$ cat config.mk
export PLATFORM = sky130hd
export DESIGN_NAME = miriscv_periph_bus
export DESIGN_NICKNAME = d
export VERILOG_FILES = /design/src/rtl/miriscv_periph_bus.sv
export SDC_FILE = /design/constraint.sdc
export NUM_CORES = 1
export LEC_CHECK = 0
export ABC_AREA = 0
export BUFFER_PORTS_ARGS = -buffer_cell sky130_fd_sc_hd__buf_2
export CORE_MARGIN = 1
export CORE_UTILIZATION = 25
export CTS_CLUSTER_SIZE = 28
export DETAILED_ROUTE_END_ITERATION = 8
export SYNTH_ARGS = -nofsm -noshare
export SYNTH_HDL_FRONTEND = slang
export SYNTH_SLANG_ARGS = --single-unit
$ cat constraint.sdc
create_clock -name clk_i -period 1.8 [get_ports clk_i]
set_clock_uncertainty 0.05 [all_clocks]
set_input_delay 0.09 -clock clk_i [delete_from_list [all_inputs] [get_ports clk_i]]
set_output_delay 0.09 -clock clk_i [all_outputs]
set_load 0.005 [all_outputs]
$ cat src/rtl/miriscv_periph_bus.sv
// Data-side fabric: registered address decode, one-hot slave request, per-slave ready, error response.
// Latency: 2 cycles minimum on a hit (+1 per slave wait cycle), 1 cycle when unmapped, TIMEOUT_CYCLES+1 on timeout.
// Backpressure: one transfer in flight at a time; data_busy_o stalls the core until the data_rvalid_o pulse.
module miriscv_periph_bus #(
  parameter int                      N_SLAVES       = 3,
  parameter logic [32*N_SLAVES-1:0]  SLAVE_BASE     = {32'h80002000, 32'h80001000, 32'h00000000},
  parameter logic [32*N_SLAVES-1:0]  SLAVE_MASK     = {32'hFFFFF000, 32'hFFFFF000, 32'hFFFFF800},
  parameter int                      TIMEOUT_CYCLES = 15
) (
  input  logic                     clk_i,
  input  logic                     rst_n_i,
  input  logic                     data_req_i,
  input  logic                     data_we_i,
  input  logic [3:0]               data_be_i,
  input  logic [31:0]              data_addr_i,
  input  logic [31:0]              data_wdata_i,
  output logic [31:0]              data_rdata_o,
  output logic                     data_rvalid_o,
  output logic                     data_err_o,
  output logic                     data_busy_o,
  output logic [N_SLAVES-1:0]      slv_req_o,
  output logic                     slv_we_o,
  output logic [3:0]               slv_be_o,
  output logic [31:0]              slv_addr_o,
  output logic [31:0]              slv_wdata_o,
  input  logic [32*N_SLAVES-1:0]   slv_rdata_i,
  input  logic [N_SLAVES-1:0]      slv_ready_i,
  output logic [15:0]              err_cnt_o
);

  localparam int         SEL_W     = (N_SLAVES > 1) ? $clog2(N_SLAVES) : 1;
  // The counter holds the number of WAIT cycles already spent; the last one is TIMEOUT_CYCLES-1.
  localparam logic [7:0] TCNT_LAST = 8'(TIMEOUT_CYCLES - 1);

  typedef enum logic [1:0] {
    IDLE = 2'd0,
    WAIT = 2'd1,
    RESP = 2'd2
  } state_t;

  state_t             state_q, state_d;
  logic [SEL_W-1:0]   sel_q;
  logic               we_q;
  logic [3:0]         be_q;
  logic [31:0]        addr_q;
  logic [31:0]        wdata_q;
  logic               err_q;
  logic [31:0]        rdata_q;
  logic [7:0]         tcnt_q;
  logic [15:0]        err_cnt_q;

  logic               dec_hit;
  logic [SEL_W-1:0]   dec_sel;
  logic [31:0]        dec_offset;
  logic               sel_ready;
  logic [31:0]        sel_rdata;
  logic               wait_timeout;

  // Address decode; scanning from the top down lets the lowest matching slot win.
  always_comb begin
    dec_hit    = 1'b0;
    dec_sel    = '0;
    dec_offset = '0;
    for (int i = N_SLAVES - 1; i >= 0; i--) begin
      if ((data_addr_i & SLAVE_MASK[32*i +: 32]) == SLAVE_BASE[32*i +: 32]) begin
        dec_hit    = 1'b1;
        dec_sel    = i[SEL_W-1:0];
        dec_offset = data_addr_i & ~SLAVE_MASK[32*i +: 32];
      end
    end
  end

  // Pick the ready and read data of the latched slave only; other ready lines are ignored.
  always_comb begin
    sel_ready = 1'b0;
    sel_rdata = '0;
    for (int i = 0; i < N_SLAVES; i++) begin
      if (sel_q == i[SEL_W-1:0]) begin
        sel_ready = slv_ready_i[i];
        sel_rdata = slv_rdata_i[32*i +: 32];
      end
    end
  end

  assign wait_timeout = (tcnt_q == TCNT_LAST);

  // State register.
  always_ff @(posedge clk_i or negedge rst_n_i) begin
    if (!rst_n_i) state_q <= IDLE;
    else          state_q <= state_d;
  end

  // Next-state logic; ready takes priority over the timeout in the same cycle.
  always_comb begin
    state_d = state_q;
    unique case (state_q)
      IDLE:    if (data_req_i) state_d = dec_hit ? WAIT : RESP;
      WAIT:    if (sel_ready || wait_timeout) state_d = RESP;
      RESP:    state_d = IDLE;
      default: state_d = IDLE;
    endcase
  end

  // Request latch, timeout counter and response capture.
  always_ff @(posedge clk_i or negedge rst_n_i) begin
    if (!rst_n_i) begin
      sel_q   <= '0;
      we_q    <= 1'b0;
      be_q    <= '0;
      addr_q  <= '0;
      wdata_q <= '0;
      err_q   <= 1'b0;
      rdata_q <= '0;
      tcnt_q  <= '0;
    end else begin
      unique case (state_q)
        IDLE: begin
          if (data_req_i) begin
            sel_q   <= dec_sel;
            we_q    <= data_we_i;
            be_q    <= data_be_i;
            addr_q  <= dec_offset;
            wdata_q <= data_wdata_i;
            err_q   <= ~dec_hit;
            rdata_q <= '0;
            tcnt_q  <= '0;
          end
        end
        WAIT: begin
          if (sel_ready) begin
            err_q   <= 1'b0;
            rdata_q <= we_q ? 32'd0 : sel_rdata;
          end else if (wait_timeout) begin
            err_q   <= 1'b1;
            rdata_q <= '0;
          end else begin
            tcnt_q  <= tcnt_q + 8'd1;
          end
        end
        default: ;
      endcase
    end
  end

  // Saturating count of error responses, bumped during the response cycle.
  always_ff @(posedge clk_i or negedge rst_n_i) begin
    if (!rst_n_i) begin
      err_cnt_q <= '0;
    end else if (state_q == RESP && err_q && err_cnt_q != 16'hFFFF) begin
      err_cnt_q <= err_cnt_q + 16'd1;
    end
  end

  // One-hot request to the latched slave while waiting.
  always_comb begin
    slv_req_o = '0;
    for (int i = 0; i < N_SLAVES; i++) begin
      if (state_q == WAIT && sel_q == i[SEL_W-1:0]) slv_req_o[i] = 1'b1;
    end
  end

  assign slv_we_o      = we_q;
  assign slv_be_o      = be_q;
  assign slv_addr_o    = addr_q;
  assign slv_wdata_o   = wdata_q;
  assign data_rvalid_o = (state_q == RESP);
  assign data_err_o    = data_rvalid_o & err_q;
  assign data_rdata_o  = data_rvalid_o ? rdata_q : 32'd0;
  assign data_busy_o   = (state_q != IDLE);
  assign err_cnt_o     = err_cnt_q;

endmodule

### Word-level counts from Yosys, hierarchy flattened

Index checks and enable logic that the tools add are counted.

* register bits: 130
* bits of input ports: 171
* output and inout bits: 123
* word-level logic and storage cells: 78

* add/subtract/negate cells: 2
* eq/ne operators: 13
* muxes and demuxes: 36
* bitwise logic cells: 2
* reduce and logical (&&, ||, !) cells: 15

Operators by type and width (number)
* $mux W32: 8
* $pmux W32 S2: 1
* $eq A20 B20 Y1 const B: 2
* $mux W12: 3
* $logic_not A32 Y1: 1
* $mux W8: 3
* $add A16 B1 Y16 const B: 1
* $ne A16 B16 Y1 const B: 1
* $pmux W8 S2: 1
* $mux W1: 12
* $mux W2: 6
* $add A8 B1 Y8 const B: 1
* $eq A8 B4 Y1 const B: 1
* $ne A2 B2 Y1 const B: 4
* $logic_and A1 B1 Y1: 5
* $eq A2 B1 Y1 const B: 2
* $eq A2 B2 Y1 const B: 2
* $logic_not A2 Y1: 2
* $pmux W2 S2: 1
* $reduce_and A2 Y1: 2
* $reduce_and A4 Y1: 1
* $reduce_bool A2 Y1: 2
* $ne A3 B3 Y1 const B: 1
* $reduce_and A3 Y1: 1
* other kinds (4): 4

### Depth between registers and ports, before layout

* depth after elaboration: 7
* depth in mapped cells: 8

### Worst setup path after synthesis

OpenSTA, ideal clock, no wires.

* kind: flip-flop to flip-flop
* start point: register sel_q[0]
* end point: register rdata_q[1]
* setup time: 0.080 ns
* arrival time: 1.555 ns
* data required time: 1.670 ns
* setup slack: 0.115 ns
* cell stages (with the launch flop): 9
* buffers on the path: 4
* period minus slack after synthesis: 1.685 ns
* path through: dfrtp_1 -> buf_4 -> nor2b_1 -> buf_2 -> a2bb2oi_2 -> or3_1 -> buf_2 -> buf_4 -> o22ai_2

* cells in the longest elaborated chain, start to end: 7

RTL lines
* start, declared: RTL line 42 `logic [SEL_W-1:0] sel_q;`
* start signal, assigned: RTL line 119 `sel_q <= dec_sel;`
* $logic_not A2 Y1: RTL line 78 `if (sel_q == i[SEL_W-1:0]) begin`
* $mux W32 (3 in series): RTL line 78
* $mux W32: RTL line 132 `rdata_q <= we_q ? 32'd0 : sel_rdata;`
* $mux W32: RTL line 130 `if (sel_ready) begin`
* $pmux W32 S2: RTL line 116 `unique case (state_q)`
* end signal, assigned: RTL line 132
* end, declared: RTL line 48 `logic [31:0] rdata_q;`

Several ways; a longest one is shown, not always the timed one.
A chain may end at the register's enable or synchronous reset.

### Final worst setup path

* start point: register tcnt_q[0]
* end point: register tcnt_q[1]

* cells in the longest elaborated chain, start to end: 4

RTL lines
* start, declared: RTL line 49 `logic [7:0] tcnt_q;`
* start signal, assigned: RTL line 137 `tcnt_q <= tcnt_q + 8'd1;`
* $add A8 B1 Y8: RTL line 137
* $mux W8: RTL line 133 `end else if (wait_timeout) begin`
* $mux W8: RTL line 130
* $pmux W8 S2: RTL line 116

Several ways; a longest one is shown, not always the timed one. The select of a mux whose other input is x is not followed.

==> metrics.cfg <==
[worst_setup_path]
crit_start=tcnt_q[0]
crit_arrival_ns=1.94
crit_type=reg2reg
crit_fanout=4
r2r_start=tcnt_q[0]
required_ns=2.02
endpoint_kind=flop
start_kind=flop

[synth]
synth_area_leaders=dfrtp_1, nand2_1, mux2i_1
ys_async_sr_fraction_pct=100
synth_top_area_share_pct=47.1
synth_edf_count=0
yosysTopAreaCell=dfrtp_1
synth_flop_cell=dfrtp_1
syn_avg_cell_area_um2=9.54
syn_area_mm2=0.00584
synth_cell_types=48
synth-seq-area-share_pct=47.1
ys.warnings.count=0
netlist_instances=612
ys_ff_latch=110

[detailed_routing]
drtIter0Drc=245
drtAntennaViolNets=0
firstDrtPassIters=4
wl_per_cell_um=14.4
drcViolationCount=0
viasPerCell=4.38
vias=5672
routed_wl_mm=18.7

[global_routing]
grt_antenna_before_repair=2
grtUsageTotal_pct=15.1
grt_max_degree=92
grt_pass1_wl_mm=28.2
grt_pass1_vias=5638
grt_overflow=0

[floorplanning]
die_y_um=155
start_util_pct=25.6
fp-row-count=55
core_area_mm2=0.0228
pin_count=294
die_w_um=155
die_area_mm2=0.0240

[layout]
fillers=2219
drive_gt1_share_pct=38.8
fin_nets=1150
final_cell_area_mm2=0.00906
layout_commonest_cell=buf_2
ff_latch_area_mm2=0.00276
layout.cells.most_common_list=buf_2, nand2_1, dfrtp_1
syn2layout_area_growth_pct=55.2
layout.cells.non_filler=1296
final_core_util_pct=39.8
multi_input_area_mm2=0.00290

[pwr]
p_leak_uw=0.00467
p_per_area_mw_per_mm2=688
ir_drop_uv=333

[hold_path]
worstHoldPathType=in2reg
min_from=slv_rdata_i[68]

[timing]
maxSlewViolCount=0
max_freq_mhz=581
setup_viol=0
final.period_utilization_pct=95.6
finalCriticalPeriod_ns=1.72
timing_hold_violations_final=0
rsz0062_at_grt=true
holdWs_ns=0.0329
fin_tns_setup_ns=0

[flow_run]
drv_cap=0

[place]
finalWeightedCongestion=0.780
place_area_mm2=0.00770
dp.cells=1192
dpl.hpwl_mm=12.3
place.port_buffers=273

[cts]
clk_pin_slew_ns=0.07
clk_latency_ns=0.35
cts_tree=done
cts_made_buffers=9
htree_levels=3
clock-root-buffer=clkbuf_16
clock-sinks=110
cts.path.max_buffers=2

[run_status]
outcome=finished clean

flip-flops by register name, summed over array words and instances (netlist names):
| register | flops |
|---|---|
| state_q | 2 |
| slv_addr_o | 12 |
| rdata_q | 32 |
| slv_we_o | 1 |
| sel_q | 2 |
| slv_be_o | 4 |
| err_q | 1 |
| slv_wdata_o | 32 |
| tcnt_q | 8 |
| err_cnt_o | 16 |
cell families after synthesis:
logic type / Yosys count / synth area share [%]
xor gates and xnor gates: 16 / 2.40
DFF: 110 / 47.1
muxes: 42 / 7.22
other: 1 / 0.0642
buffers and inverters: 62 / 5.98
and+or+nand+nor: 290 / 23.4
adders and majority gates: 3 / 0.643
AOI/OAI and AO/OA: 88 / 13.2
Yosys cell counts (all sizes together), types with 2 or more instances:
cell and number:
a211oi 3, a21oi 32, a22o 12, a2bb2oi 2
a32o 2, and2 35, buf 34, clkbuf 22
dfrtp 110, ha 3, inv 6, mux2i 41
nand2 163, nand2b 2, nand3 6, nand4 8
nand4b 2, nor2 38, nor2b 3, nor3 11
nor3b 5, nor4 9, nor4b 3, o22ai 32
or3 2, xnor2 2, xor2 14
power by group:
part	switching [uW]	total [uW]	leakage, uW	internal, uW
registers	146	2790	0.00146	2640
clock network	928	2370	0.000176	1440
logic	506	1080	0.00304	572
what timing repair did:
item / 4_1_cts / 5_1_grt
endpoints found under the setup margin: 1 / 39
gates cloned: 0 / 4
endpoints found under the hold margin: 190 / 0
buffers inserted: 0 / 1
hold buffers: 81 / 0
resized for setup: 1 / 12
metal layers:
metal  share of wire [%]  global-route usage (%)  vias up
met5                   0                       0        -
met4                 1.7                    5.47        0
met3                 5.3                    2.80       19
met2                  49                    26.9      208
met1                  44                    17.9     2685
li1                    -                       -     2760
critical path: stages (launching register included):
cell,delay [ns]
dfrtp_1,0.38
inv_1,0.06
ha_1,0.13
nand4b_1,0.17
o41a_1,0.37
buf_4,0.16
nand2_1,0.12
mux2i_1,0.20
final cells by class:
| cell class | count | area share, % |
|---|---|---|
| flip-flops and latches | 110 | 30.4 |
| well taps | 313 | 4.32 |
| multi-input cells | 459 | 32.0 |
| clock inverters | 5 | 1.15 |
| repair buffers | 390 | 29.1 |
| inverters | 6 | 0.248 |
| diodes | 2 | 0.0552 |
| clock buffers | 11 | 2.79 |
worst paths after layout:
path,endpoint,slack [ns],cells after the start
worst max-delay path,tcnt_q[1],0.08,7
worst min-delay path,rdata_q[4],0.03,3
worst max register to register,tcnt_q[1],0.08,7
worst min register to register,slv_wdata_o[19],0.42,2
max in group asynchronous,rdata_q[12],0.94,3
min in group asynchronous,err_cnt_o[11],0.10,2
per-stage QoR:
| stage | power [uW] | worst slack (ns) |
|---|---|---|
| 3_3_place_gp | 3720 | 0.0695 |
| 3_5_place_dp | 3730 | 0.0549 |
| 5_1_grt | 6580 | -0.0213 |
| 4_1_cts | 6300 | 0.0319 |
| 6_report | 6230 | 0.0787 |
| 2_1_floorplan | 3200 | 0.115 |
Power figures use the tool's default switching activity.
